File: src/rtl/pipe_hazard_ctrl.sv
// Pipeline hazard/control unit for a 5-stage F/D/E/M/W pipeline: stall/bubble/set_cc generation,
// run/memory-wait/halt FSM, load-use detection over NSRC decode ports, optional perf counters.
// Controls are combinational from state and inputs. dmem_busy freezes every stage. HALT freezes all until rst.
//
// Ports: clk/rst (async active-high); D/E/M_icode, d_src, E_dstM, e_cnd, m_stat, W_stat, dmem_busy in;
//        F/D/E/M/W_stall, D/E/M_bubble, set_cc, halted, stall_cnt, bubble_cnt out.
// Optional feature macro: PIPE_PERF_CNT_EN builds the saturating stall/bubble counters;
// without it stall_cnt and bubble_cnt are tied to 0.
module pipe_hazard_ctrl #(
  parameter int unsigned       REG_W   = 4,
  parameter int unsigned       ICODE_W = 4,
  parameter int unsigned       NSRC    = 2,
  parameter int unsigned       STAT_W  = 4,
  parameter logic [REG_W-1:0]  RNONE   = REG_W'(4'hF),
  parameter int unsigned       CNT_W   = 16
) (
  input  logic                    clk,
  input  logic                    rst,
  input  logic [ICODE_W-1:0]      D_icode,
  input  logic [ICODE_W-1:0]      E_icode,
  input  logic [ICODE_W-1:0]      M_icode,
  input  logic [NSRC*REG_W-1:0]   d_src,
  input  logic [REG_W-1:0]        E_dstM,
  input  logic                    e_cnd,
  input  logic [STAT_W-1:0]       m_stat,
  input  logic [STAT_W-1:0]       W_stat,
  input  logic                    dmem_busy,
  output logic                    F_stall,
  output logic                    D_stall,
  output logic                    E_stall,
  output logic                    M_stall,
  output logic                    W_stall,
  output logic                    D_bubble,
  output logic                    E_bubble,
  output logic                    M_bubble,
  output logic                    set_cc,
  output logic                    halted,
  output logic [CNT_W-1:0]        stall_cnt,
  output logic [CNT_W-1:0]        bubble_cnt
);

  localparam logic [ICODE_W-1:0] I_MRMOVQ = ICODE_W'(5);
  localparam logic [ICODE_W-1:0] I_JXX    = ICODE_W'(7);
  localparam logic [ICODE_W-1:0] I_RET    = ICODE_W'(9);
  localparam logic [ICODE_W-1:0] I_POPQ   = ICODE_W'(11);
  localparam logic [STAT_W-1:0]  AOK      = STAT_W'(1);

  typedef enum logic [1:0] {
    S_RUN     = 2'd0,
    S_MEMWAIT = 2'd1,
    S_HALT    = 2'd2
  } state_t;

  state_t r_state;
  state_t w_state_nxt;

  logic w_w_bad;
  logic w_m_bad;
  logic w_mispredict;
  logic w_src_match;
  logic w_load_use;
  logic w_ret;

  assign w_w_bad      = (W_stat != AOK);
  assign w_m_bad      = (m_stat != AOK);
  assign w_mispredict = (E_icode == I_JXX) && !e_cnd;
  assign w_ret        = (D_icode == I_RET) || (E_icode == I_RET) || (M_icode == I_RET);

  // Any decode source port naming the loaded register; RNONE is excluded below.
  always_comb begin
    w_src_match = 1'b0;
    for (int i = 0; i < NSRC; i++) begin
      if (d_src[i*REG_W +: REG_W] == E_dstM) begin
        w_src_match = 1'b1;
      end
    end
  end

  assign w_load_use = ((E_icode == I_MRMOVQ) || (E_icode == I_POPQ)) &&
                      (E_dstM != RNONE) && w_src_match;

  // FSM state register
  always_ff @(posedge clk or posedge rst) begin
    if (rst) begin
      r_state <= S_RUN;
    end else begin
      r_state <= w_state_nxt;
    end
  end

  // Halt only commits when memory is idle, so a busy cycle never loses the faulting write-back.
  always_comb begin
    w_state_nxt = r_state;
    case (r_state)
      S_RUN, S_MEMWAIT: begin
        if (w_w_bad && !dmem_busy) begin
          w_state_nxt = S_HALT;
        end else if (dmem_busy) begin
          w_state_nxt = S_MEMWAIT;
        end else begin
          w_state_nxt = S_RUN;
        end
      end
      S_HALT:  w_state_nxt = S_HALT;
      default: w_state_nxt = S_RUN;
    endcase
  end

  assign halted = (r_state == S_HALT);

  // Control outputs, first matching rule wins. A bad m_stat still lets the younger
  // hazard rules steer F/D/E. Rules are arranged so no stage gets stall and bubble together.
  always_comb begin
    F_stall  = 1'b0;
    D_stall  = 1'b0;
    E_stall  = 1'b0;
    M_stall  = 1'b0;
    W_stall  = 1'b0;
    D_bubble = 1'b0;
    E_bubble = 1'b0;
    M_bubble = 1'b0;
    set_cc   = 1'b1;
    if (rst) begin
      set_cc = 1'b0;
    end else if ((r_state == S_HALT) || dmem_busy) begin
      // Freeze everything; a pending bubble re-evaluates once memory is ready.
      F_stall = 1'b1;
      D_stall = 1'b1;
      E_stall = 1'b1;
      M_stall = 1'b1;
      W_stall = 1'b1;
      set_cc  = 1'b0;
    end else if (w_w_bad) begin
      W_stall  = 1'b1;
      M_bubble = 1'b1;
      set_cc   = 1'b0;
    end else begin
      if (w_m_bad) begin
        M_bubble = 1'b1;
        set_cc   = 1'b0;
      end
      if (w_mispredict) begin
        // Wrong-path RET is squashed, so it must not stall fetch.
        D_bubble = 1'b1;
        E_bubble = 1'b1;
      end else if (w_load_use) begin
        // Decode is held, so a RET there must not be bubbled away.
        F_stall  = 1'b1;
        D_stall  = 1'b1;
        E_bubble = 1'b1;
      end else if (w_ret) begin
        F_stall  = 1'b1;
        D_bubble = 1'b1;
      end
    end
  end

`ifdef PIPE_PERF_CNT_EN
  logic [CNT_W-1:0] r_stall_cnt;
  logic [CNT_W-1:0] r_bubble_cnt;
  logic             w_any_bubble;

  assign w_any_bubble = D_bubble | E_bubble | M_bubble;

  always_ff @(posedge clk or posedge rst) begin
    if (rst) begin
      r_stall_cnt  <= '0;
      r_bubble_cnt <= '0;
    end else if (r_state != S_HALT) begin
      if (F_stall && (r_stall_cnt != '1)) begin
        r_stall_cnt <= r_stall_cnt + CNT_W'(1);
      end
      if (w_any_bubble && (r_bubble_cnt != '1)) begin
        r_bubble_cnt <= r_bubble_cnt + CNT_W'(1);
      end
    end
  end

  assign stall_cnt  = r_stall_cnt;
  assign bubble_cnt = r_bubble_cnt;
`else
  assign stall_cnt  = '0;
  assign bubble_cnt = '0;
`endif

endmodule

File: config.mk
export PLATFORM = sky130hd
export DESIGN_NAME = pipe_hazard_ctrl
export DESIGN_NICKNAME = d
export VERILOG_FILES = /design/src/rtl/pipe_hazard_ctrl.sv
export SDC_FILE = /design/constraint.sdc
export NUM_CORES = 1
export LEC_CHECK = 0
export ABC_AREA = 1
export CAP_MARGIN = 40
export CORE_ASPECT_RATIO = 1.1
export CORE_MARGIN = 2
export CORE_UTILIZATION = 25
export DETAILED_ROUTE_END_ITERATION = 16
export HOLD_SLACK_MARGIN = 0.03
export MAX_ROUTING_LAYER = met4
export PLACE_DENSITY = 0.78
export SYNTH_ARGS = -nofsm -noshare
export SYNTH_HDL_FRONTEND = slang
export SYNTH_SLANG_ARGS = --single-unit
export TNS_END_PERCENT = 100
File: constraint.sdc
create_clock -name clk -period 1.4 [get_ports clk]
set_input_delay 0.42 -clock clk [delete_from_list [all_inputs] [get_ports clk]]
set_output_delay 0.42 -clock clk [all_outputs]
set_load 0.02 [all_outputs]
---- Word-level counts from Yosys, hierarchy flattened ----
Cells that the tools add are included.
storage, ports and cells
  flip-flop bits (word level) ............. 2
  bits in latches ......................... 0
  bits in writable memories ............... 0
  ROM bits ................................ 0
  input bits .............................. 36
  output and inout port bits .............. 42
  word-level logic and storage cells ...... 64
  memories kept ........................... 0
operators by class
  add/subtract/negate cells ............... 0
  multiply operators ...................... 0
  div/mod/pow operators ................... 0
  $lt $le $gt $ge ......................... 0
  equality and inequality tests ........... 13
  shift-type cells ........................ 0
  multiplexer cells ....................... 38
  bitwise gates (word level) .............. 0
  reduce and logical (&&, ||, !) cells .... 12
operators with widths
  cell                  number
  $mux W1               36
  $eq A4 B4 Y1 const B  4
  $eq A4 B3 Y1 const B  2
  $eq A4 B4 Y1          2
  $ne A4 B1 Y1 const B  2
  $logic_and A1 B1 Y1   4
  $logic_or A1 B1 Y1    4
  $ne A4 B4 Y1 const B  1
  $pmux W2 S2           1
  $eq A2 B1 Y1 const B  1
  $eq A2 B2 Y1 const B  1
  $logic_not A1 Y1      2
  $logic_not A2 Y1      1
  $mux W2               1
  $reduce_or A2 Y1      1

---- Depth between registers and ports, before layout ----
Gate-level depths: netlist (run 1).
  word-level depth ........................ 9
  gate-level depth with buffers ........... 9
  depth with buffers taken out ............ 9

---- Worst setup path before layout (run 1) ----
OpenSTA, ideal clock, no wires.
  kind .................................... reg2out
  start point ............................. register r_state[0]
  end point ............................... output port F_stall
  arrival ................................. 1.329 ns
  required time ........................... 0.980 ns
  setup slack ............................. -0.349 ns
  cell stages (with the launch flop) ...... 6
  path buffers ............................ 0
  cells stage by stage .................... dfrtp_1 -> nor2_4 -> nor2_1 -> nor2_1 -> inv_1 -> nand3_1
between the ends
  cells in the longest elaborated chain, start to end .. 4
ends and longest elaborated chain
  element                 line  source
  start, declared         54    state_t r_state;
  start signal, assigned  87    r_state <= w_state_nxt;
  $eq A2 B2 Y1            --
  named net halted        37    output logic halted,
  $logic_or A1 B1 Y1      125   end else if ((r_state == S_HALT) || dmem_busy) begin
  $mux W1                 125
  $mux W1                 123   if (rst) begin
  end, declared           28    output logic F_stall,
The timed path passes the listed nets, and every way through them passes these cells.

---- Final worst setup path (run 1) ----
  start point ............................. input port M_icode[1]
  end point ............................... output port D_bubble
between the ends
  cells in the longest elaborated chain, start to end .. 8
ends and longest elaborated chain
  element             line  source
  start, declared     21    input logic [ICODE_W-1:0] M_icode,
  $eq A4 B4 Y1        67    assign w_ret = (D_icode == I_RET) || (E_icode == I_RET) || (M_icode == I_RET);
  $logic_or A1 B1 Y1  67
  $mux W1             151   end else if (w_ret) begin
  $mux W1             146   end else if (w_load_use) begin
  $mux W1             142   if (w_mispredict) begin
  $mux W1             133   end else if (w_w_bad) begin
  $mux W1             125
  $mux W1             123
  end, declared       33    output logic D_bubble,
No other way between the ends.

==> results of run 1 <==
-- metal layers --
metal,up-vias,wire [um]
met2,50,898
met3,0,213
li1,441,-
met1,344,647
met4,0,0
met5,-,0
-- power by group --
group / switching, mW / total (mW) / internal [mW] / leakage (nW)
clock network: 0.0370 / 0.132 / 0.0949 / 0.0138
registers: 0.0163 / 0.0976 / 0.0813 / 0.0244
logic: 0.362 / 0.711 / 0.349 / 0.719
total: 0.415 / 0.940 / 0.525 / 0.757
-- per-stage QoR --
step	hold WS, ns	instance area, um2
global route	0.2168	1379
finish	0.2213	1379
CTS	0.3832	1265
detailed placement	0.4368	1216
floorplan	0.1916	915.9
global placement	0.4393	1216
-- cell type report --
cell class	count	area, um2
multi-input combinational	101	610.6
fill	266	1324
sequential	2	50.05
timing repair buffer	60	550.5
clock buffer	3	22.52
tap	33	41.29
inverter	21	103.9
-- worst max-delay path: stages --
cell and delay (ns):
sky130_fd_sc_hd__dlygate4sd2_1 0.23, sky130_fd_sc_hd__o211ai_1 0.16, sky130_fd_sc_hd__buf_4 0.17, sky130_fd_sc_hd__nand2_4 0.05, sky130_fd_sc_hd__a21oi_4 0.14, sky130_fd_sc_hd__buf_6 0.13
-- kinds of logic (layout without fill, tap and decap cells) --
family | after synthesis | in the layout | synth area share [%]
AO/OA/AOI/OAI | 7 | 7 | 7.002
flip-flops | 2 | 2 | 7.182
AND/OR/NAND/NOR | 62 | 62 | 38.42
other | 1 | 32 | 0.5381
buffers and inverters | 54 | 84 | 46.86
-- what timing repair did --
item | 4_1_cts | 5_1_grt
pin swaps | 41 | 33
setup endpoints to repair | 10 | 10
buffers inserted | 5 | 2
hold endpoints to repair | 0 | 0
resized for setup | 182 | 45
-- layout by cell type (no fill, tap or decap), drive strengths merged --
master,n
nand3,7
dfrtp,2
clkbuf,8
inv,21
dlygate4sd2,8
o21ai,1
nand3b,3
nand4,1
a21oi,4
nor2,17
o211ai,1
conb,32
a31o,1
clkdlybuf4s15,1
buf,46
nand2,34
-- path summary, 6_finish.rpt --
path | slack (ns) | depth (start not counted) | end | start
worst max-delay path | -0.31 | 6 | D_bubble | M_icode[1]
worst min register to register | 0.51 | 2 | r_state[0]$_DFF_PP0_ | r_state[1]$_DFF_PP0_
max in group asynchronous | 1.08 | 3 | r_state[1]$_DFF_PP0_ | rst
min in group clk | 0.51 | 2 | r_state[0]$_DFF_PP0_ | r_state[1]$_DFF_PP0_
worst min-delay path | 0.22 | 3 | r_state[0]$_DFF_PP0_ | rst
worst max register to register | 0.43 | 4 | r_state[1]$_DFF_PP0_ | r_state[1]$_DFF_PP0_
==> insert_results.sql, run 1 <==
INSERT INTO impl_metrics (metric_group, metric, value, unit) VALUES
('global_routing', 'first_global_vias', '686', ''),
('placement', 'io_buffer_count', '45', ''),
('global_routing', 'use_met1', '12.00', '%'),
('global_routing', 'grt_util_met3', '2.525', '%'),
('finish', 'layout.cells.non_filler', '220', ''),
('cts', 'cts-htree-levels', '1', ''),
('global_routing', 'antenna_found_initial', '0', ''),
('global_routing', 'grt.overflow.total', '0', ''),
('sta', 'hold_viol_final', '0', ''),
('global_routing', 'grt.busiest_layer', 'met2', ''),
('detailed_routing', 'routed_wire_length_per_instance', '7.995', 'um'),
('sta', 'period_share', '122.3', '%'),
('die', 'die_w', '54.34', 'um'),
('logic_synthesis', 'synth_top_area_share', '35.55', '%'),
('die', 'num_io_pins', '78', ''),
('die', 'die_h', '59.38', 'um'),
('logic_synthesis', 'synth.distinct_cells', '17', ''),
('worst_setup_path', 'timing_worst_setup_path_type', 'input pin to primary output', ''),
('placement', 'dp.final_hpwl', '1406', 'um'),
('flow_run', 'cap_violations', '0', ''),
('sta', 'fin_tns_setup', '-2.279', 'ns'),
('status', 'failed_checks', 'negative setup slack', ''),
('sta', 'slew_viol_final', '0', ''),
('logic_synthesis', 'yosys-top-cells-count', 'sky130_fd_sc_hd__buf_4, sky130_fd_sc_hd__nand2_1, sky130_fd_sc_hd__inv_1', ''),
('finish', 'fraction_of_layout_instances_using_a_drive_strength_above_1', '55.08', '%'),
('detailed_routing', 'vias_per_cell', '3.795', ''),
('global_routing', 'grt_pass1_wl', '2580', 'um'),
('worst_setup_path', 'critPathLaunchType', 'input pin', ''),
('logic_synthesis', 'synth_largest_area_cell', 'sky130_fd_sc_hd__buf_4', ''),
('logic_synthesis', 'number_of_enable_flip_flop_cells_after_synthesis', '0', ''),
('cts', 'numClockSinks', '2', ''),
('sta', 'finalSetupViolCount', '10', ''),
('power_and_ir_drop', 'vdd.ir_drop.worst', '940.5', 'uV'),
('cts', 'clk_slew_on_worst_s_h_paths', '0.03', 'ns'),
('placement', 'gpl.final_weighted_congestion', '0.6353', ''),
('finish', 'max_flop_register', 'r_state', ''),
('detailed_routing', 'detailedRoute.firstPassIterationCount', '3', ''),
('worst_setup_path', 'cp.arrival', '1.29', 'ns'),
('sta', 'rsz0062_at_grt', 'yes', ''),
('placement', 'detailedPlace.worstSlack', '-1.333', 'ns'),
('cts', 'clock-root-buffer', 'sky130_fd_sc_hd__clkbuf_4', ''),
('logic_synthesis', 'post_synth_instance_area', '696.9', 'um2'),
('logic_synthesis', 'synth.yosys.seq_area_share', '7.181', '%'),
('die', 'std_cell_rows', '20', ''),
('cts', 'clock_tree.buffer_depth', '2', ''),
('placement', 'placed_cells_incl_taps', '210', ''),
('cts', 'post_cts_hold_buffer_count', '0', ''),
('finish', 'largest_reg_flops', '2', ''),
('finish', 'postLayoutCoreUtil', '51.02', '%'),
('finish', 'reg_top3', 'r_state (2)', ''),
('logic_synthesis', 'synth.most_common_cell', 'sky130_fd_sc_hd__buf_4', ''),
('detailed_routing', 'route.final.wire_length', '1759', 'um'),
('logic_synthesis', 'async_reset_ff_share', '100.0', '%'),
('worst_setup_path', 'worst_setup_path_end_kind', 'primary output', ''),
('power_and_ir_drop', 'power.leakage', '0.7571', 'nW'),
('global_routing', 'grt_max_degree', '5', ''),
('logic_synthesis', 'ys_seq_elements', '2', ''),
('status', 'outcome', 'finished with violations', ''),
('finish', 'layout.nets', '225', ''),
('logic_synthesis', 'yosys_most_used_dff', 'sky130_fd_sc_hd__dfrtp_1', ''),
('finish', 'area_growth', '97.85', '%'),
('power_and_ir_drop', 'power_total', '0.9404', 'mW'),
('detailed_routing', 'initialDrtViolationCount', '1', ''),
('sta', 'fin_skew', '0.006527', 'ns'),
('sta', 'final.min_clock_period', '1.713', 'ns'),
('cts', 'clock_tree_from_tritoncts', 'built', ''),
('sta', 'timing.final.ws_setup', '-0.3128', 'ns'),
('logic_synthesis', 'synth_area_leaders', 'sky130_fd_sc_hd__buf_4, sky130_fd_sc_hd__nand2_1, sky130_fd_sc_hd__inv_1', ''),
('die', 'floorplan.initialDensity', '25.79', '%'),
('detailed_routing', 'detail-route-antenna-nets', '0', ''),
('worst_setup_path', 'worstPathRequired', '0.98', 'ns');
Power figures use the tool's default switching activity.
==> run 2, diff against run 1 <==
Settings changed: CORE_UTILIZATION 25 to 30, GPL_ROUTABILITY_DRIVEN set to 0, PLACE_DENSITY 0.78 to 0.88.
Clock period 1.4 ns to 2.05 ns, I/O delays scaled along.
==> run 2 against run 1 <==
The flow still finishes with violations (negative setup slack). Critical path depth is the same. Cell count shrank 3.6%. Total power shrank 43%. Utilization grew 1.8 points. Count of clock-buffer cells in the layout is the same. Combinational power shrank 47%. Setup slack gained 0.28 ns. Hold slack gained 0.22 ns. Sequential power shrank 33%. Clock skew shrank 0.0031 ns. Register-to-register slack gained 0.67 ns. Largest cell class unchanged. Highest routed layer is now met4.
==> insert_results.sql, run 2 (synthesis gave the netlist of run 1 again) <==
INSERT INTO impl_metrics (metric_group, metric, value, unit) VALUES
('finish', 'reg_top3', 'r_state (2)', ''),
('cts', 'numClockSinks', '2', ''),
('power_and_ir_drop', 'power.leakage', '0.6865', 'nW'),
('sta', 'rsz0062_at_grt', 'yes', ''),
('detailed_routing', 'drc_errors', '0', ''),
('cts', 'clock_tree_from_tritoncts', 'built', ''),
('sta', 'fin_skew', '0.003435', 'ns'),
('sta', 'clock.fmax', '479.8', 'MHz'),
('detailed_routing', 'detailedRoute.firstPassIterationCount', '4', ''),
('worst_setup_path', 'cp.arrival', '1.47', 'ns'),
('worst_setup_path', 'timing_worst_setup_path_type', 'input pin to primary output', ''),
('sta', 'slew_viol_final', '0', ''),
('power_and_ir_drop', 'pwr_density_cell', '454.3', 'mW/mm2'),
('global_routing', 'antenna_found_initial', '0', ''),
('die', 'std_cell_rows', '18', ''),
('sta', 'period_share', '101.7', '%'),
('placement', 'detailedPlace.worstSlack', '-0.9204', 'ns'),
('power_and_ir_drop', 'pwr-share-comb', '70.6', '%'),
('finish', 'mostFrequentLayoutCell', 'sky130_fd_sc_hd__conb_1', ''),
('die', 'num_io_pins', '78', ''),
('cts', 'post_cts_hold_buffer_count', '0', ''),
('worst_setup_path', 'worst_setup_path_end_kind', 'primary output', ''),
('detailed_routing', 'vias_per_cell', '3.958', ''),
('worst_setup_path', 'critPathLaunchType', 'input pin', ''),
('placement', 'io_buffer_count', '45', ''),
('die', 'fp.coreArea', '0.002230', 'mm2'),
('power_and_ir_drop', 'clkPwrFrac', '17.1', '%'),
('global_routing', 'first_global_vias', '736', ''),
('finish', 'max_flop_register', 'r_state', ''),
('placement', 'dp.final_hpwl', '1459', 'um'),
('placement', 'placed_area', '0.001114', 'mm2'),
('finish', 'stdcell_area', '0.001177', 'mm2'),
('finish', 'layout.nets', '220', ''),
('global_routing', 'grt.overflow.total', '0', ''),
('finish', 'n_antenna_cell', '0', ''),
('sta', 'finalHoldWorstSlack', '0.4449', 'ns'),
('die', 'fp.dieArea', '0.002725', 'mm2'),
('status', 'outcome', 'finished with violations', ''),
('worst_setup_path', 'cp_max_fo', '2', ''),
('finish', 'area_growth', '68.94', '%'),
('die', 'floorplan.initialDensity', '31.26', '%'),
('status', 'failed_checks', 'negative setup slack', ''),
('global_routing', 'grt_use_total', '13.02', '%'),
('power_and_ir_drop', 'vdd.ir_drop.worst', '334.8', 'uV'),
('finish', 'layout.cells.most_common_list', 'sky130_fd_sc_hd__conb_1, sky130_fd_sc_hd__nand2_1, sky130_fd_sc_hd__buf_6', ''),
('cts', 'clk_slew_on_worst_s_h_paths', '0.03', 'ns'),
('sta', 'hold_viol_final', '0', ''),
('worst_setup_path', 'worstPathRequired', '1.43', 'ns'),
('cts', 'clock_tree.buffer_depth', '2', ''),
('cts', 'cts_buffers', '3', ''),
('finish', 'fraction_of_layout_instances_using_a_drive_strength_above_1', '43.41', '%'),
('detailed_routing', 'routed_wire_length_per_instance', '8.363', 'um'),
('sta', 'final.min_clock_period', '2.084', 'ns'),
('power_and_ir_drop', 'netSwitchingPower', '0.2518', 'mW'),
('detailed_routing', 'detail-route-antenna-nets', '0', ''),
('flow_run', 'cap_violations', '0', ''),
('die', 'die_h', '54.55', 'um'),
('cts', 'clock-root-buffer', 'sky130_fd_sc_hd__clkbuf_4', ''),
('die', 'die_w', '49.96', 'um'),
('detailed_routing', 'route.final.wire_length', '1773', 'um'),
('detailed_routing', 'initialDrtViolationCount', '7', ''),
('power_and_ir_drop', 'switching_share', '47.07', '%'),
('sta', 'fin_tns_setup', '-0.09743', 'ns'),
('worst_setup_path', 'worstRegToRegCells', '4', ''),
('worst_hold_path', 'hold_class', 'flop to flop', ''),
('power_and_ir_drop', 'power_frac_seq', '12.3', '%'),
('power_and_ir_drop', 'p_int', '0.2831', 'mW'),
('cts', 'cts-htree-levels', '1', ''),
('detailed_routing', 'via_count', '839', ''),
('worst_hold_path', 'min_path_cells', '1', ''),
('global_routing', 'grt_pass1_wl', '2691', 'um'),
('sta', 'finalSetupViolCount', '4', ''),
('global_routing', 'grt_max_degree', '5', ''),
('sta', 'timing.final.ws_setup', '-0.03403', 'ns'),
('finish', 'largest_reg_flops', '2', ''),
('cts', 'worstSkewPairLatency', '0.23', 'ns');
-- run 2: changes by cell type in the layout (fill, tap and decap cells not counted), moves of 5 or more --
cell,change
sky130_fd_sc_hd__buf_2,+11
sky130_fd_sc_hd__buf_4,-5
sky130_fd_sc_hd__buf_6,-7
sky130_fd_sc_hd__clkbuf_2,-5
sky130_fd_sc_hd__nand2_1,+8
sky130_fd_sc_hd__nand2_2,-5
-- run 2: per-stage QoR --
stage / std cells / total power [mW] / util [%]
global placement: 207 / 0.4336 / 49.94
floorplan: 157 / 0.3033 / -
finish: 212 / 0.5348 / 52.81
global route: 212 / 0.5747 / 52.81
detailed placement: 207 / 0.4399 / 49.94
CTS: 210 / 0.5238 / 48.71
-- run 2: repair_timing --
action,in CTS,in global routing
endpoints found under the hold margin,0,0
resized for setup,178,23
endpoints found under the setup margin,10,6
setup buffers,0,3
gates cloned,0,0
pin swaps,38,21
-- run 2: layout make-up --
cell class	instances	area, um2
clock buffers	3	22.52
fillers	241	1052
inverters	21	83.83
multi-input cells	101	519.2
flip-flops and latches	2	50.05
well taps	30	37.54
repair buffers	55	464.2
-- run 2: final timing paths --
path	start	slack (ns)	to
setup / recovery	M_icode[2]	-0.03	D_bubble
hold / removal	r_state[1]$_DFF_PP0_	0.44	r_state[0]$_DFF_PP0_
setup reg to reg	r_state[1]$_DFF_PP0_	1.10	r_state[1]$_DFF_PP0_
hold reg to reg	r_state[1]$_DFF_PP0_	0.44	r_state[0]$_DFF_PP0_
max in group asynchronous	rst	1.35	r_state[1]$_DFF_PP0_
min in group asynchronous	rst	0.61	r_state[0]$_DFF_PP0_
-- run 2: per-layer routing --
metal,vias to the layer above,routed length (um),GRT usage (%)
met1,358,607,11.44
met2,51,964,27.56
met3,2,182,1.366
li1,428,-,-
met5,-,0,-
met4,0,19,6.944
-- run 2: critical path, cell delays in order --
cell                       delay [ns]
sky130_fd_sc_hd__buf_6           0.09
sky130_fd_sc_hd__nand3b_1        0.14
sky130_fd_sc_hd__o211ai_1        0.28
sky130_fd_sc_hd__nand2_2         0.08
sky130_fd_sc_hd__a21oi_2         0.14
sky130_fd_sc_hd__buf_6           0.13
-- run 2: power by group through the flow --
stage | Combinational, mW | Sequential, mW | Clock [mW]
after floorplan | 0.238 | 0.0655 | 0
after global placement | 0.368 | 0.0660 | 0
after detailed placement | 0.373 | 0.0673 | 0
after CTS | 0.361 | 0.0669 | 0.0957
after global routing | 0.410 | 0.0662 | 0.0981
final | 0.378 | 0.0657 | 0.0915
